===== src/rtl/lnrv_exu_wbck.sv =====
// GPR writeback arbiter: merges ALU/LSU/MDV results onto one register-file write port,
// pairing in-order MDV results with destination tags captured at issue time.
module lnrv_exu_wbck #(
  parameter int MDV_OSTD   = 2,
  parameter int STARVE_MAX = 4
) (
  input  logic        clk,
  input  logic        reset_n,
  input  logic        alu_wbck_vld,
  output logic        alu_wbck_rdy,
  input  logic [31:0] alu_wbck_wdata,
  input  logic [4:0]  alu_wbck_rdidx,
  input  logic        lsu_wbck_vld,
  output logic        lsu_wbck_rdy,
  input  logic [31:0] lsu_wbck_wdata,
  input  logic [4:0]  lsu_wbck_rdidx,
  input  logic        mdv_issue_vld,
  output logic        mdv_issue_rdy,
  input  logic [4:0]  mdv_issue_rdidx,
  input  logic        mdv_wbck_vld,
  output logic        mdv_wbck_rdy,
  input  logic [31:0] mdv_wbck_wdata,
  output logic        mdv_busy,
  output logic        rf_wen,
  output logic [4:0]  rf_waddr,
  output logic [31:0] rf_wdata
);
  localparam int PW = (MDV_OSTD > 1) ? $clog2(MDV_OSTD) : 1;
  localparam int CW = $clog2(MDV_OSTD + 1);
  localparam int SW = $clog2(STARVE_MAX + 1);
  localparam logic [SW-1:0] SMAX  = SW'(STARVE_MAX);
  localparam logic [CW-1:0] DEPTH = CW'(MDV_OSTD);
  localparam logic [PW-1:0] LAST  = PW'(MDV_OSTD - 1);

  logic [4:0]    tag_mem [MDV_OSTD];
  logic [PW-1:0] wr_ptr, rd_ptr;
  logic [CW-1:0] tag_cnt;
  logic [SW-1:0] lsu_cnt, mdv_cnt;

  logic fifo_empty, fifo_full, lsu_e, mdv_e, push, pop;
  logic grant_alu, grant_lsu, grant_mdv, grant_any;
  logic [4:0]  win_idx;
  logic [31:0] win_data;

  assign fifo_empty = (tag_cnt == '0);
  assign fifo_full  = (tag_cnt == DEPTH);
  assign lsu_e      = lsu_wbck_vld;
  assign mdv_e      = mdv_wbck_vld & ~fifo_empty;

  // Starved requesters outrank the ALU; LSU wins ties between two starved ports.
  always_comb begin
    grant_alu = 1'b0;
    grant_lsu = 1'b0;
    grant_mdv = 1'b0;
    if (lsu_e && lsu_cnt == SMAX)      grant_lsu = 1'b1;
    else if (mdv_e && mdv_cnt == SMAX) grant_mdv = 1'b1;
    else if (alu_wbck_vld)             grant_alu = 1'b1;
    else if (lsu_e)                    grant_lsu = 1'b1;
    else if (mdv_e)                    grant_mdv = 1'b1;
  end

  always_comb begin
    win_idx  = alu_wbck_rdidx;
    win_data = alu_wbck_wdata;
    if (grant_lsu) begin
      win_idx  = lsu_wbck_rdidx;
      win_data = lsu_wbck_wdata;
    end else if (grant_mdv) begin
      win_idx  = tag_mem[rd_ptr];
      win_data = mdv_wbck_wdata;
    end
  end

  assign grant_any     = grant_alu | grant_lsu | grant_mdv;
  assign alu_wbck_rdy  = grant_alu;
  assign lsu_wbck_rdy  = grant_lsu;
  assign mdv_wbck_rdy  = grant_mdv;
  assign mdv_issue_rdy = ~fifo_full;
  assign mdv_busy      = ~fifo_empty;
  assign push          = mdv_issue_vld & ~fifo_full;
  assign pop           = grant_mdv;

  always_ff @(posedge clk) begin
    if (push) tag_mem[wr_ptr] <= mdv_issue_rdidx;
  end

  always_ff @(posedge clk or negedge reset_n) begin
    if (!reset_n) begin
      wr_ptr   <= '0;
      rd_ptr   <= '0;
      tag_cnt  <= '0;
      lsu_cnt  <= '0;
      mdv_cnt  <= '0;
      rf_wen   <= 1'b0;
      rf_waddr <= '0;
      rf_wdata <= '0;
    end else begin
      if (push) wr_ptr <= (wr_ptr == LAST) ? '0 : wr_ptr + 1'b1;
      if (pop)  rd_ptr <= (rd_ptr == LAST) ? '0 : rd_ptr + 1'b1;
      case ({push, pop})
        2'b10:   tag_cnt <= tag_cnt + 1'b1;
        2'b01:   tag_cnt <= tag_cnt - 1'b1;
        default: tag_cnt <= tag_cnt;
      endcase

      if (lsu_e && !grant_lsu) lsu_cnt <= (lsu_cnt == SMAX) ? SMAX : lsu_cnt + 1'b1;
      else                     lsu_cnt <= '0;
      if (mdv_e && !grant_mdv) mdv_cnt <= (mdv_cnt == SMAX) ? SMAX : mdv_cnt + 1'b1;
      else                     mdv_cnt <= '0;

      // Writes to x0 complete the handshake but never reach the register file.
      rf_wen <= grant_any && (win_idx != 5'd0);
      if (grant_any && win_idx != 5'd0) begin
        rf_waddr <= win_idx;
        rf_wdata <= win_data;
      end
    end
  end
endmodule

===== config.mk =====
export PLATFORM = sky130hd
export DESIGN_NAME = lnrv_exu_wbck
export DESIGN_NICKNAME = d
export VERILOG_FILES = /design/src/rtl/lnrv_exu_wbck.sv
export SDC_FILE = /design/constraint.sdc
export NUM_CORES = 1
export LEC_CHECK = 0
export ABC_CLOCK_PERIOD_IN_PS = 3150
export BUFFER_PORTS_ARGS = -buffer_cell sky130_fd_sc_hd__buf_4
export CELL_PAD_IN_SITES_DETAIL_PLACEMENT = 0
export CELL_PAD_IN_SITES_GLOBAL_PLACEMENT = 1
export CORE_ASPECT_RATIO = 1.1
export CORE_MARGIN = 4
export CORE_UTILIZATION = 34
export DETAILED_ROUTE_END_ITERATION = 12
export GPL_TIMING_DRIVEN = 0
export PLACE_DENSITY = 0.9
export SLEW_MARGIN = 20
export SYNTH_ARGS = -nofsm -noshare
export SYNTH_HDL_FRONTEND = slang
export SYNTH_SLANG_ARGS = --single-unit
export TNS_END_PERCENT = 10

===== constraint.sdc =====
create_clock -name clk -period 3.15 [get_ports clk]
set_clock_uncertainty 0.15 [all_clocks]
set_input_delay 0.4725 -clock clk [delete_from_list [all_inputs] [get_ports clk]]
set_output_delay 0.4725 -clock clk [all_outputs]
set_load 0.005 [all_outputs]

**Word-level counts from Yosys, hierarchy flattened**

Memories as Yosys holds them, arrays and structs flattened.
Cells that the tools add are included.

- $add $sub $neg: 6
- Equal/unequal tests: 5
- Muxes and demuxes: 25
- Bitwise gates (word level): 6
- Reductions and logical operators: 10

Operators by type and width:

| operator | number |
|---|---|
| 2-to-1 mux 32 bit | 2 |
| 2-to-1 mux 1 bit | 16 |
| 2-to-1 mux 3 bit | 4 |
| 2-to-1 mux 5 bit | 2 |
| adder 3 x 1 -> 3 bit (second input constant) | 2 |
| == test 3 bit (second input constant) | 2 |
| logical AND 1 bit | 5 |
| nonzero test 5 bit | 1 |
| == test 2 bit (second input constant) | 2 |
| case mux 2 bit (2 select lines) | 1 |
| adder 1 bit (second input constant) | 2 |
| adder 2 x 1 -> 2 bit (second input constant) | 1 |
| bitwise AND 1 bit | 2 |
| == test 2 x 1 -> 1 bit (second input constant) | 1 |
| logical NOT 1 bit | 2 |
| logical NOT 2 bit | 1 |
| inverter 1 bit | 2 |
| OR 1 bit | 2 |
| nonzero test 2 bit | 1 |
| subtractor 2 x 1 -> 2 bit (second input constant) | 1 |

- Bits in registers: 48
- RAM bits: 10
- Input port bits: 117
- Output and inout port bits: 43
- Logic and storage cells: 61
- Memories kept: 1

Memory list:

| memory | words | bits a word | read ports | clocked after Yosys merged registers in | wr ports | RTL line | text |
|---|---|---|---|---|---|---|---|
| tag_mem | 2 | 5 | 1 | 0 | 1 | 35 | `logic [4:0] tag_mem [MDV_OSTD];` |

**Longest topological paths before layout**

- Depth in word-level cells: 12
- Gate-level depth with buffers: 10
- Gate-level depth less buffers: 9

**Worst setup path after synthesis**

Ideal clock, no wire load.

- Kind: reg2reg
- From: reg lsu_cnt[0]
- To: reg rf_waddr[2]
- Library setup time: 125 ps
- Arrival time: 2281 ps
- Required time: 2875 ps
- Setup slack: 594 ps
- Cell stages (with the launch flop): 10
- Path buffers: 2
- Clock period less this slack: 2556 ps
- Cell sequence: dfrtp_1 > inv_1 > ha_1 > and2_0 > clkbuf_1 > o311ai_4 > inv_2 > o311ai_4 > buf_4 > mux2_2

- Cells in the longest elaborated chain, start to end: 7
- Elaborated cells on any way between the ends: 11
- Classes of those cells: 1 x eq/ne; 5 x mux; 2 x bitwise; 3 x reduce/logical

Ends and longest elaborated chain:

| item | RTL line | text |
|---|---|---|
| from (decl) | 38 | `logic [SW-1:0] lsu_cnt, mdv_cnt;` |
| from (signal assigned) | 106 | `if (lsu_e && !grant_lsu) lsu_cnt <= (lsu_cnt == SMAX) ? SMAX : lsu_cnt + 1'b1;` |
| == test 3 bit * | 55 | `if (lsu_e && lsu_cnt == SMAX) grant_lsu = 1'b1;` |
| logical AND 1 bit * | 55 |  |
| 2-to-1 mux 1 bit | 55 |  |
| 2-to-1 mux 5 bit | 68 | `end else if (grant_mdv) begin` |
| 2-to-1 mux 5 bit | 65 | `if (grant_lsu) begin` |
| nonzero test 5 bit | 113 | `if (grant_any && win_idx != 5'd0) begin` |
| logical AND 1 bit | 113 |  |
| to (signal assigned) | 114 | `rf_waddr <= win_idx;` |
| to (decl) | 25 | `output logic [4:0] rf_waddr,` |

Mark *: on every way between the ends. The rest lies on a longest branch, timed or not.
A chain may end at the register's enable or synchronous reset.

**Final worst setup path**

- From: reg lsu_cnt[0]
- To: reg rf_wdata[4]

- Cells in the longest elaborated chain, start to end: 7
- Elaborated cells on any way between the ends: 13
- Classes of those cells: 1 x eq/ne; 7 x mux; 2 x bitwise; 3 x reduce/logical

Ends and longest elaborated chain:

| item | RTL line | text |
|---|---|---|
| == test 3 bit * | 55 |  |
| logical AND 1 bit * | 55 |  |
| 2-to-1 mux 1 bit | 55 |  |
| 2-to-1 mux 5 bit | 68 |  |
| 2-to-1 mux 5 bit | 65 |  |
| nonzero test 5 bit | 113 |  |
| logical AND 1 bit | 113 |  |
| to (signal assigned) | 115 | `rf_wdata <= win_data;` |
| to (decl) | 26 | `output logic [31:0] rf_wdata` |

Marks and branches as above.

==> impl_results.md <==
- Post-synth top cells: dfrtp_1, nor2_1, o21ai_0, nand3_1, a31oi_1
- Tcrit/Tclk final: between 90 and 100%
- CTS tree: done
- First-pass DRT Iterations: 4
- Worst slew pin tran: about 670 ps
- Skew-Pair Late Insertion Delay: roughly 330 ps
- Dpl hpwl: between 8 and 9 mm
- Min Tclk post-route: 2922 ps
- Post-synthesis cell type count: between 40 and 50
- Final Max Tran Viols: 0
- Final hold vios: 0
- Type of the worst setup path: flip-flop to flip-flop
- Largest cells by area after synthesis: dfrtp_1, mux2_2, edfxtp_1, a31oi_1, o21ai_0
- Worst slew margin: 54.13%
- Port Buf Inserts: ~160
- WL/cell: between 15 and 20 µm
- Initial drt markers: 127
- Vias in the first global route: roughly 3300
- Layout cells sized above 1: between 40% and 50%
- PD cells: approximately 530 mW/mm²
- First-pass GRT wire length: 16.59 mm
- Routed Wire Length: 10.70 mm
- TNS Setup: 0 ps
- Detail Route Antenna Nets: 0
- CTS H-tree lvls: 3
- FMAX: ~340 MHz
- Max Cap Viol: 0
- Leak: slightly above 2 nW
- Hold Path Class: input pin to async pin
- Largest net degree at the start of global routing: 49
- Antenna violations before repair: 0
- Final net count: roughly 630
- Gr usage total: a little under a fifth
- Row count: 37
- CP max FO: 10
- Synth-to-Final Area Change: 45.72%
- Cts-stage hold buffer count: 0
- Dominant synthesized flop cell: dfrtp_1
- Vias: roughly 3300
- Core ar.: 0.009398 mm²
- Mapped Area: around 0.0033 mm²
- Total grt overflow: 0
- Yosys reg bits: a little under 60
- CTS sink cnt: between 50 and 60
- Total power: between 0.002 and 0.003 W
- VDD IR max: around 0.00020 V
- Critical path arrival: ~3000 ps
- Reg2Reg Depth: 9
- Root buf cell: clkbuf_8
- Register area share after synthesis: 45.68%
- Worst R2R Setup Slack: 230 ps
- Final setup fails: 0
- Mapped Cells: 340
- Die area: about 0.011 mm²
- EDFF count, synth: 10
- Yosys top cell by area: dfrtp_1
- Synthesized area per cell: about 9.7 µm²
- RSZ-0062 raised after global routing: no
- Crit end category: flip-flop
- I/O pins: 160
- Clk buf depth: 2
- Fillers: roughly 910
- Synth top area share: ~37%
- DR vias/cell: a little over 5
- Outcome: completed
- Ant. Diodes: 0
- CTS clk-pin slew, worst paths: approximately 70 ps
- Die Wd: between 100 and 150 µm
- Syn. warnings: 0
- Asr flop ratio synth: between 80% and 90%
- Total CTS buffers: 9
- Placer Congestion: ~0.84
- Residual DRC: 0
- Syn Nets: 462
- Die Y-Extent: about 110 µm
- Worst Setup Start Kind: flip-flop
- Worst endpoint required time: between 3000 and 4000 ps
- Most frequent cell after synthesis: dfrtp_1
- Starting density of the core: roughly a third
-- what timing repair did --
item | in CTS | in global routing
setup endpoints to repair | 0 | 31
gates resized for setup | 0 | 2
hold endpoints to repair | 0 | 0
setup buffers | 0 | 2
-- sequential cells by signal, indices dropped and copies added, names as in the netlist, 2 cells and up --
register,cells
lsu_cnt,3
mdv_cnt,3
tag_mem,10
rf_wdata,32
tag_cnt,2
rf_waddr,5
-- layout by cell type, fill, tap and decap left out, types with 4 or more instances in the layout --
master,synthesis,final
o21ai_0,34,34
mux2_2,31,31
buf_4,3,163
nor2_1,37,37
nand2_1,6,6
nor3_1,4,4
edfxtp_1,10,10
inv_1,7,7
o31ai_1,5,5
clkbuf_1,26,28
ha_1,5,5
clkbuf_8,0,9
a2111oi_0,4,4
a21oi_1,6,6
nor2b_1,4,4
nand3_1,33,33
a31oi_1,32,32
dfrtp_1,48,48
-- area by class of cell --
type	instances	area, µm²	share of cell area, %
inverters	8	30.03	0.6270
well taps	117	146.4	3.056
repair buffers	160	1201	25.08
plain buffers	30	125.1	2.612
flip-flops and latches	58	1501	31.35
clock buffers	12	135.1	2.821
clock inverters	4	18.77	0.3918
multi-input cells	244	1632	34.06
-- per-layer routing --
metal,up-vias,GRT usage (%),wire length (µm)
li1,1599,-,-
met1,1531,22.55,4390
met2,132,31.89,5266
met3,18,3.713,830
met4,0,7.181,214
met5,-,0,0
-- path summary, 6_finish.rpt --
kind                                      start                       end
hold / removal                          reset_n   rf_wdata[4]$_DFFE_PN0P_
setup reg to reg           lsu_cnt[0]$_DFF_PN0_   rf_wdata[4]$_DFFE_PN0P_
max in group asynchronous               reset_n  rf_wdata[22]$_DFFE_PN0P_
min in group clk             mdv_issue_rdidx[1]   tag_mem[0][1]$_DFFE_PP_
setup / recovery           lsu_cnt[0]$_DFF_PN0_   rf_wdata[4]$_DFFE_PN0P_
hold reg to reg            mdv_cnt[0]$_DFF_PN0_      mdv_cnt[0]$_DFF_PN0_
-- cell families (layout without fill, tap and decap cells) --
group	count (synthesis)	count (layout)	share of synthesized area (%)
and+or+nand+nor	101	101	14.77
xor gates and xnor gates	5	5	1.333
buffers and inverters	38	214	4.682
muxes	35	35	11.95
DFF	58	58	45.68
AOI/OAI and AO/OA	98	98	19.68
adders and majority gates	5	5	1.903
-- critical path: stages (launching register included) --
cell and delay [ps]:
dfrtp_1 380, inv_1 60, ha_1 220, and2_0 140, clkbuf_1 170, o311ai_4 400, clkbuf_2 340, buf_1 450
a31oi_1 180, mux2_1 320
-- power breakdown --
group	internal (W)	total (W)	switching, W
Sequential	0.000936	0.00104	0.000104
Clock	0.000279	0.000559	0.000280
Combinational	0.000478	0.000927	0.000449
Total	0.00169	0.00252	0.000832
-- through the flow --
step / area (µm²) / setup WS, ps / hold slack [ps] / std cells / utilization, %
final: 4790 / 227.9 / 6.721 / 633 / 50.97
after global routing: 4790 / 39.47 / 49.35 / 633 / 50.97
after CTS: 4773 / 38.15 / 31.44 / 631 / 50.79
after detailed placement: 4619 / 53.36 / 327.1 / 615 / 49.15
after global placement: 4619 / 108.6 / 302.9 / 615 / 49.15
after floorplan: 3287 / 594.0 / 26.91 / 340 / -
Note: power is estimated with default switching activity, not from simulation.
